==> src/rtl/hazard_ctrl.sv <==
// Pipeline hazard controller: load-use stalls, taken-branch flushes and the
// MUL/DIV start/done handshake with a timeout watchdog and saturating
// stall/flush statistics.
//
// state      | meaning
// -----------+-----------------------------------------------------------
// S_RUN      | normal flow; load-use stall, branch flush or MDU launch
// S_MDU_WAIT | MDU busy; pipeline held until mdu_done or timeout
// S_ERROR    | MDU timed out; pipeline frozen until reset
module hazard_ctrl #(
    parameter int MDU_TIMEOUT = 64,
    parameter int CNT_W       = 32
) (
    input  logic             clk,
    input  logic             rst,
    input  logic [4:0]       ID_rs1,
    input  logic [4:0]       ID_rs2,
    input  logic             ID_use_rs1,
    input  logic             ID_use_rs2,
    input  logic             EX_MemRead,
    input  logic [4:0]       EX_rd,
    input  logic             EX_is_mdu,
    input  logic             EX_branch_taken,
    input  logic             mdu_done,
    output logic             PC_Write,
    output logic             IF_ID_Write,
    output logic             IF_ID_Flush,
    output logic             ID_EX_Write,
    output logic             ID_EX_Flush,
    output logic             EX_MEM_Flush,
    output logic             mdu_start,
    output logic             mdu_error,
    output logic [CNT_W-1:0] stall_count,
    output logic [CNT_W-1:0] flush_count
);

    localparam int WC_W = $clog2(MDU_TIMEOUT) + 1;
    localparam logic [WC_W-1:0] WAIT_LAST = WC_W'(MDU_TIMEOUT - 1);

    typedef enum logic [1:0] {
        S_RUN      = 2'd0,
        S_MDU_WAIT = 2'd1,
        S_ERROR    = 2'd2
    } state_t;

    state_t          state, state_nxt;
    logic [WC_W-1:0] wait_cnt, wait_cnt_nxt;
    logic            error_set;
    logic            load_use;
    logic            stall_inc;
    logic            flush_inc;

    // Forwarding cannot cover a load result needed by the very next instruction.
    always_comb begin
        load_use = EX_MemRead && (EX_rd != 5'd0) &&
                   ((ID_use_rs1 && (ID_rs1 == EX_rd)) ||
                    (ID_use_rs2 && (ID_rs2 == EX_rd)));
    end

    // Next-state and pipeline control decode.
    always_comb begin
        PC_Write     = 1'b1;
        IF_ID_Write  = 1'b1;
        IF_ID_Flush  = 1'b0;
        ID_EX_Write  = 1'b1;
        ID_EX_Flush  = 1'b0;
        EX_MEM_Flush = 1'b0;
        mdu_start    = 1'b0;
        state_nxt    = state;
        wait_cnt_nxt = wait_cnt;
        error_set    = 1'b0;

        case (state)
            S_RUN: begin
                if (EX_is_mdu) begin
                    mdu_start    = 1'b1;
                    PC_Write     = 1'b0;
                    IF_ID_Write  = 1'b0;
                    ID_EX_Write  = 1'b0;
                    EX_MEM_Flush = 1'b1;
                    state_nxt    = S_MDU_WAIT;
                    wait_cnt_nxt = '0;
                end else if (EX_branch_taken) begin
                    IF_ID_Flush = 1'b1;
                    ID_EX_Flush = 1'b1;
                end else if (load_use) begin
                    PC_Write    = 1'b0;
                    IF_ID_Write = 1'b0;
                    ID_EX_Flush = 1'b1;
                end
            end
            S_MDU_WAIT: begin
                if (mdu_done) begin
                    state_nxt = S_RUN;
                end else begin
                    PC_Write     = 1'b0;
                    IF_ID_Write  = 1'b0;
                    ID_EX_Write  = 1'b0;
                    EX_MEM_Flush = 1'b1;
                    wait_cnt_nxt = wait_cnt + WC_W'(1);
                    if (wait_cnt == WAIT_LAST) begin
                        error_set = 1'b1;
                        state_nxt = S_ERROR;
                    end
                end
            end
            S_ERROR: begin
                PC_Write     = 1'b0;
                IF_ID_Write  = 1'b0;
                ID_EX_Write  = 1'b0;
                EX_MEM_Flush = 1'b1;
            end
            default: begin
                state_nxt = S_RUN;
            end
        endcase
    end

    // State register, watchdog counter and sticky error flag.
    always_ff @(posedge clk or posedge rst) begin
        if (rst) begin
            state     <= S_RUN;
            wait_cnt  <= '0;
            mdu_error <= 1'b0;
        end else begin
            state     <= state_nxt;
            wait_cnt  <= wait_cnt_nxt;
            mdu_error <= mdu_error | error_set;
        end
    end

    // A frozen pipeline in ERROR is not a stall worth counting.
    always_comb begin
        stall_inc = !PC_Write && (state != S_ERROR);
        flush_inc = IF_ID_Flush;
    end

    // Saturating statistics counters.
    always_ff @(posedge clk or posedge rst) begin
        if (rst) begin
            stall_count <= '0;
            flush_count <= '0;
        end else begin
            if (stall_inc && (stall_count != '1))
                stall_count <= stall_count + CNT_W'(1);
            if (flush_inc && (flush_count != '1))
                flush_count <= flush_count + CNT_W'(1);
        end
    end

endmodule

==> config.mk <==
export PLATFORM = sky130hd
export DESIGN_NAME = hazard_ctrl
export DESIGN_NICKNAME = d
export VERILOG_FILES = /design/src/rtl/hazard_ctrl.sv
export SDC_FILE = /design/constraint.sdc
export NUM_CORES = 1
export LEC_CHECK = 0
export CAP_MARGIN = 20
export CORE_MARGIN = 5
export CORE_UTILIZATION = 30
export CTS_CLUSTER_DIAMETER = 50
export DETAILED_ROUTE_END_ITERATION = 7
export GPL_TIMING_DRIVEN = 0
export PLACE_DENSITY = 0.59
export SLEW_MARGIN = 20
export SYNTH_ARGS = -nofsm -noshare
export SYNTH_HDL_FRONTEND = slang
export SYNTH_SLANG_ARGS = --single-unit
==> constraint.sdc <==
create_clock -name clk -period 6.29 [get_ports clk]
set_clock_uncertainty 0.05 [all_clocks]
set_input_delay 1.258 -clock clk [delete_from_list [all_inputs] [get_ports clk]]
set_output_delay 1.258 -clock clk [all_outputs]
set_load 0.02 [all_outputs]
; Yosys cells after proc, flatten, opt, wreduce, memory -nomap -nowiden
; Index checks and enable logic that the tools add are counted.
; Widths: inputs -> output; s select.
[classes]
addsub = 3
n_mul = 0
div_mod_pow = 0
order_cmp = 0
eq_ne = 11
n_shift = 0
n_mux = 28
bitwise = 2
n_reduce_logical = 14
[op_table]
columns = cell, n
row1 = $add 32x1->32 const B, 2
row2 = $ne 32x32->1 const B, 2
row3 = $mux 1, 18
row4 = $mux 7, 2
row5 = $pmux 7 s2, 1
row6 = $eq 5x5->1, 2
row7 = $pmux 1 s3, 3
row8 = $add 7x1->7 const B, 1
row9 = $eq 7x6->1 const B, 1
row10 = $logic_and 1x1->1, 7
row11 = $mux 2, 3
row12 = $ne 2x2->1 const B, 3
row13 = $pmux 2 s3, 1
row14 = $reduce_and 3->1, 2
row15 = $reduce_bool 5->1, 1
row16 = $ne 3x3->1 const B, 1
row17 = $eq 2x1->1 const B, 1
row18 = $eq 2x2->1 const B, 1
row19 = $logic_not 2->1, 1
row20 = $reduce_bool 2->1, 1
row21 = $logic_not 1->1, 1
row22 = $logic_or 1x1->1, 1
row23 = $not 1->1, 1
row24 = $or 1x1->1, 1
[totals]
ff_bits = 74
latch_bits = 0
ram_bits = 0
rom_bits = 0
in_bits = 23
output_inout_bits = 72
wordCells = 63
memories = 0

; Logic depth before layout (Yosys ltp)
[depth]
word_depth = 11
ltp_mapped = 9
mapped_depth_nobuf = 7

; Worst setup path before layout
; Ideal clock, no wire load.
[synth_path]
path_type = input to output
from = in EX_rd[1]
to = out PC_Write
t_arrival_ns = 2.663
required_ns = 4.982
setup_slack_ns = 2.319
path_stages = 6
path_buffers = 1
path_cell_list = or4_1 o21a_1 nand3b_1 a21oi_1 nor2_1 buf_4
[synth_between]
elab_chain_len = 8
word_cells_on_any_way = 12
classes_between = 2 x eq/ne / 4 x mux / 6 x reduce/logical
[synth_lines]
columns = item, line
row1 = from (decl), 21  ; input logic [4:0] EX_rd,
row2 = "$eq 5x5->1, on equally long branches", "56, 57"
row3 = "$logic_and 1x1->1, on equally long branches", "56, 57"
row4 = $logic_or 1x1->1, 56  ; ((ID_use_rs1 && (ID_rs1 == EX_rd)) ||
row5 = $logic_and 1x1->1 (*), 55  ; load_use = EX_MemRead && (EX_rd != 5'd0) &&
row6 = $mux 1 (*) (3 in series), n/a
row7 = $pmux 1 s3 (*), n/a
row8 = to (decl), 25  ; output logic PC_Write,
; Mark *: on every way between the ends. The rest lies on a longest branch, timed or not.

; Worst setup path after layout
[layout_path]
from = in EX_rd[1]
to = out PC_Write
[layout_between]
elab_chain_len = 8
word_cells_on_any_way = 12
classes_between = 2 x eq/ne / 4 x mux / 6 x reduce/logical
[layout_lines]
columns = item, line
row1 = "$eq 5x5->1, on equally long branches", "56, 57"
row2 = "$logic_and 1x1->1, on equally long branches", "56, 57"
row3 = $logic_or 1x1->1, 56
row4 = $logic_and 1x1->1 (*), 55
row5 = $mux 1 (*), 86  ; end else if (load_use) begin
row6 = $mux 1 (*), 83  ; end else if (EX_branch_taken) begin
row7 = $mux 1 (*), 75  ; if (EX_is_mdu) begin
row8 = $pmux 1 s3 (*), 73  ; case (state)
; Marks and branches as above.

==> flow_summary.json <==
{
  "initial_core_util_pct": 30.7,
  "dr_wl_met2_um": 4750,
  "syn_inst": 372,
  "ctsResizeCount": 0,
  "die_h_um": 124,
  "wl_um": 9800,
  "cts_max_level": 3,
  "rsz0062_at_grt": "false",
  "cts_buffer_depth": 2,
  "fin_cells": 655,
  "root_buffer": "clkbuf_16",
  "reg2reg_depth": 7,
  "p_sw_share_pct": 29.3,
  "p_per_area_nw_per_um2": 266,
  "crit_path_max_fanout": 3,
  "pwr-share-seq_pct": 39.4,
  "hold_buffers": 0,
  "cp-end-kind": "output pin",
  "place_inst": 639,
  "r2r_end": "stall_count[13]$_DFFE_PP0P_",
  "async_flop_share_pct": 100,
  "pwr-share-clk_pct": 38.7,
  "diodes": 0,
  "die-area_um2": 15300,
  "worstHoldStart": "mdu_error$_DFF_PP0_",
  "synthMuxAreaShare_pct": 0.872,
  "synth_top_family_by_area": "simple AND/OR/NAND/NOR gates",
  "drc": 0,
  "synth.top_cell.area_share_pct": 47.8,
  "power_leakage_nw": 2.30,
  "synth_area_per_cell_um2": 10.4,
  "hold_end": "mdu_error$_DFF_PP0_",
  "synth_area_leaders": "dfrtp_1, xor2_1, xnor2_1",
  "grt_overflow": 0,
  "drt_iter0_markers": 208,
  "dpl.hpwl_um": 7180,
  "core_area_um2": 12600,
  "synthAdderAreaFrac_pct": 0.969,
  "synth_warnings": 0,
  "setup_violations": 0,
  "grt_max_degree": 53,
  "switchingPower_uw": 421,
  "synth_top_cell_by_area": "dfrtp_1",
  "insertion_delay_ns": 0.33,
  "antenna_found_initial": 0,
  "worstPathArrival_ns": 3.53,
  "synthesis.nets": 398,
  "wl_met1_um": 4380,
  "met3_length_um": 569,
  "numClockSinks": 74,
  "wire_per_inst_um": 15.0,
  "die_w_um": 124,
  "globalplace.congestion": 0.781,
  "grt_pass1_wl_um": 16700,
  "regToRegStartpoint": "stall_count[8]$_DFFE_PP0P_",
  "status": "complete, no violations",
  "synth_edf_count": 0,
  "cts_tree": "done",
  "report.final.slew_viol_count": 0,
  "synth_compound_area_share_pct": 3.36,
  "hold_viol_final": 0,
  "vdd_ir_drop_max_v": 0.000237,
  "syn_area_um2": 3870,
  "synthFlopType": "dfrtp_1",
  "timing.reg2reg.setup_slack_ns": 4.00,
  "critPathKind": "in2out",
  "drv_cap": 0,
  "tightest_slew_ns": 0.766,
  "hp-class": "reg2reg",
  "worstSetupStartpointType": "primary input",
  "cts_setup_buffers": 0,
  "viasPerCell": 4.80,
  "comb_power_share_pct": 21.9,
  "antenna_left": 0,
  "fin_tns_setup_ns": 0,
  "path_clk_slew_ns": 0.05,
  "slew_headroom_pct": 48.8,
  "period_minus_slack_ns": 4.83,
  "layout-drive-gt1-share_pct": 10.4,
  "clock.fmax_mhz": 207,
  "highest-signal-layer": "met4",
  "yosysSeqAreaShare_pct": 47.8,
  "synth-xor-area-share_pct": 17.2,
  "syn2layout_area_growth_pct": 38.9,
  "min_delay_path_depth": 1,
  "ys_types": 49,
  "io_pins": 95,
  "grt_pass1_vias": 3270,
  "drt_pass1_iterations": 6,
  "synth-seq-cells": 74,
  "portBuffers": 94,
  "synth-simple-area-share_pct": 27.5,
  "crit_required_ns": 4.98,
  "cts_made_buffers": 9,
  "vias": 3144,
  "grt.total_usage_pct": 13.8,
  "final_nets": 504,
  "power.internal_mw": 1.01,
  "num_rows": 41,
  "timing.final.crit_share_pct": 76.9
}
-- sequential cells by signal, summed over array words and instances (netlist names) --
register     cells
stall_count     32
mdu_error        1
wait_cnt         7
flush_count     32
state            2
-- Yosys cell counts (all sizes together) (3+ instances only) --
cell type / n
inv: 7
a22o: 3
and2: 5
dfrtp: 74
nor3b: 3
xnor2: 33
nand2: 36
and3: 4
nand4: 29
nor3: 28
nor2: 23
a21oi: 4
ha: 3
xor2: 43
and4: 4
o21ai: 5
clkbuf: 3
nand3: 25
mux2: 3
nor4: 13
buf: 7
-- cell usage in the layout (no fill, tap or decap), types with 3 or more instances in the layout --
cell type / Yosys / final
clkdlybuf4s50_1: 0 / 94
dfrtp_1: 74 / 74
xor2_1: 43 / 43
nand2_1: 35 / 35
xnor2_1: 33 / 33
nand4_1: 28 / 28
nand3_1: 25 / 25
nor2_1: 23 / 23
nor3_1: 17 / 17
nor4_1: 11 / 11
nor3_2: 11 / 11
clkbuf_16: 0 / 9
and2_1: 5 / 5
inv_1: 6 / 5
and4_1: 4 / 4
and3_1: 4 / 4
o21ai_0: 4 / 4
clkbuf_1: 2 / 3
a21oi_1: 3 / 3
buf_2: 3 / 3
a22o_1: 3 / 3
ha_1: 3 / 3
-- per-stage QoR --
stage          setup slack [ns]  util [%]  cell area [µm²]  power (mW)  hold slack [ns]
6_report                   1.46      42.6             5380        1.43            0.431
5_1_grt                    1.38      42.6             5380        1.51            0.464
4_1_cts                    1.45      42.6             5380        1.46            0.438
3_5_place_dp               1.45      40.1             5060       0.889            0.421
3_3_place_gp               1.48      39.9             5030       0.883            0.416
2_1_floorplan              2.32         -             3870       0.742            0.446
-- worst max-delay path by stage --
stage,cells after the start,startpoint,endpoint,slack [ns]
2_1_floorplan,6,EX_rd[1],PC_Write,2.32
3_3_place_gp,8,EX_rd[1],PC_Write,1.48
3_5_place_dp,8,EX_rd[1],PC_Write,1.45
4_1_cts,8,EX_rd[1],PC_Write,1.45
5_1_grt,8,EX_rd[1],PC_Write,1.38
6_report,8,EX_rd[1],PC_Write,1.46
-- power by group through the flow --
stage / Combinational, mW / Sequential [mW] / Clock (mW)
2_1_floorplan: 0.140 / 0.602 / 0
3_3_place_gp: 0.311 / 0.571 / 0
3_5_place_dp: 0.317 / 0.572 / 0
4_1_cts: 0.320 / 0.565 / 0.570
5_1_grt: 0.342 / 0.573 / 0.594
6_report: 0.314 / 0.565 / 0.554
-- metal layers --
metal	vias up	track usage (%)
met2	87	22.3
met4	0	4.15
met5	-	0
met1	1515	18.0
li1	1532	-
met3	10	4.18
-- layout make-up --
| class | count | area (µm²) |
|---|---|---|
| inverter | 7 | 31.3 |
| timing repair buffer | 95 | 968 |
| multi-input combinational | 281 | 1930 |
| clock buffer | 11 | 243 |
| tap | 172 | 215 |
| sequential | 74 | 1850 |
| fill | 1244 | 7240 |
| buffer | 10 | 61.3 |
| clock inverter | 5 | 77.6 |
-- cell families after synthesis --
logic type | Yosys count
AOI/OAI and AO/OA | 17
adders and majority gates | 3
xor gates and xnor gates | 76
and+or+nand+nor | 182
buffers and inverters | 17
DFF | 74
muxes | 3
-- worst max-delay path, stage by stage --
cell and delay [ns]:
clkdlybuf4s50_1 0.46, or4_1 0.58, o21a_1 0.21, nand3b_1 0.09, a21oi_1 0.07, nor2_1 0.15, buf_4 0.12, clkdlybuf4s50_1 0.59
Power figures use the tool's default switching activity.
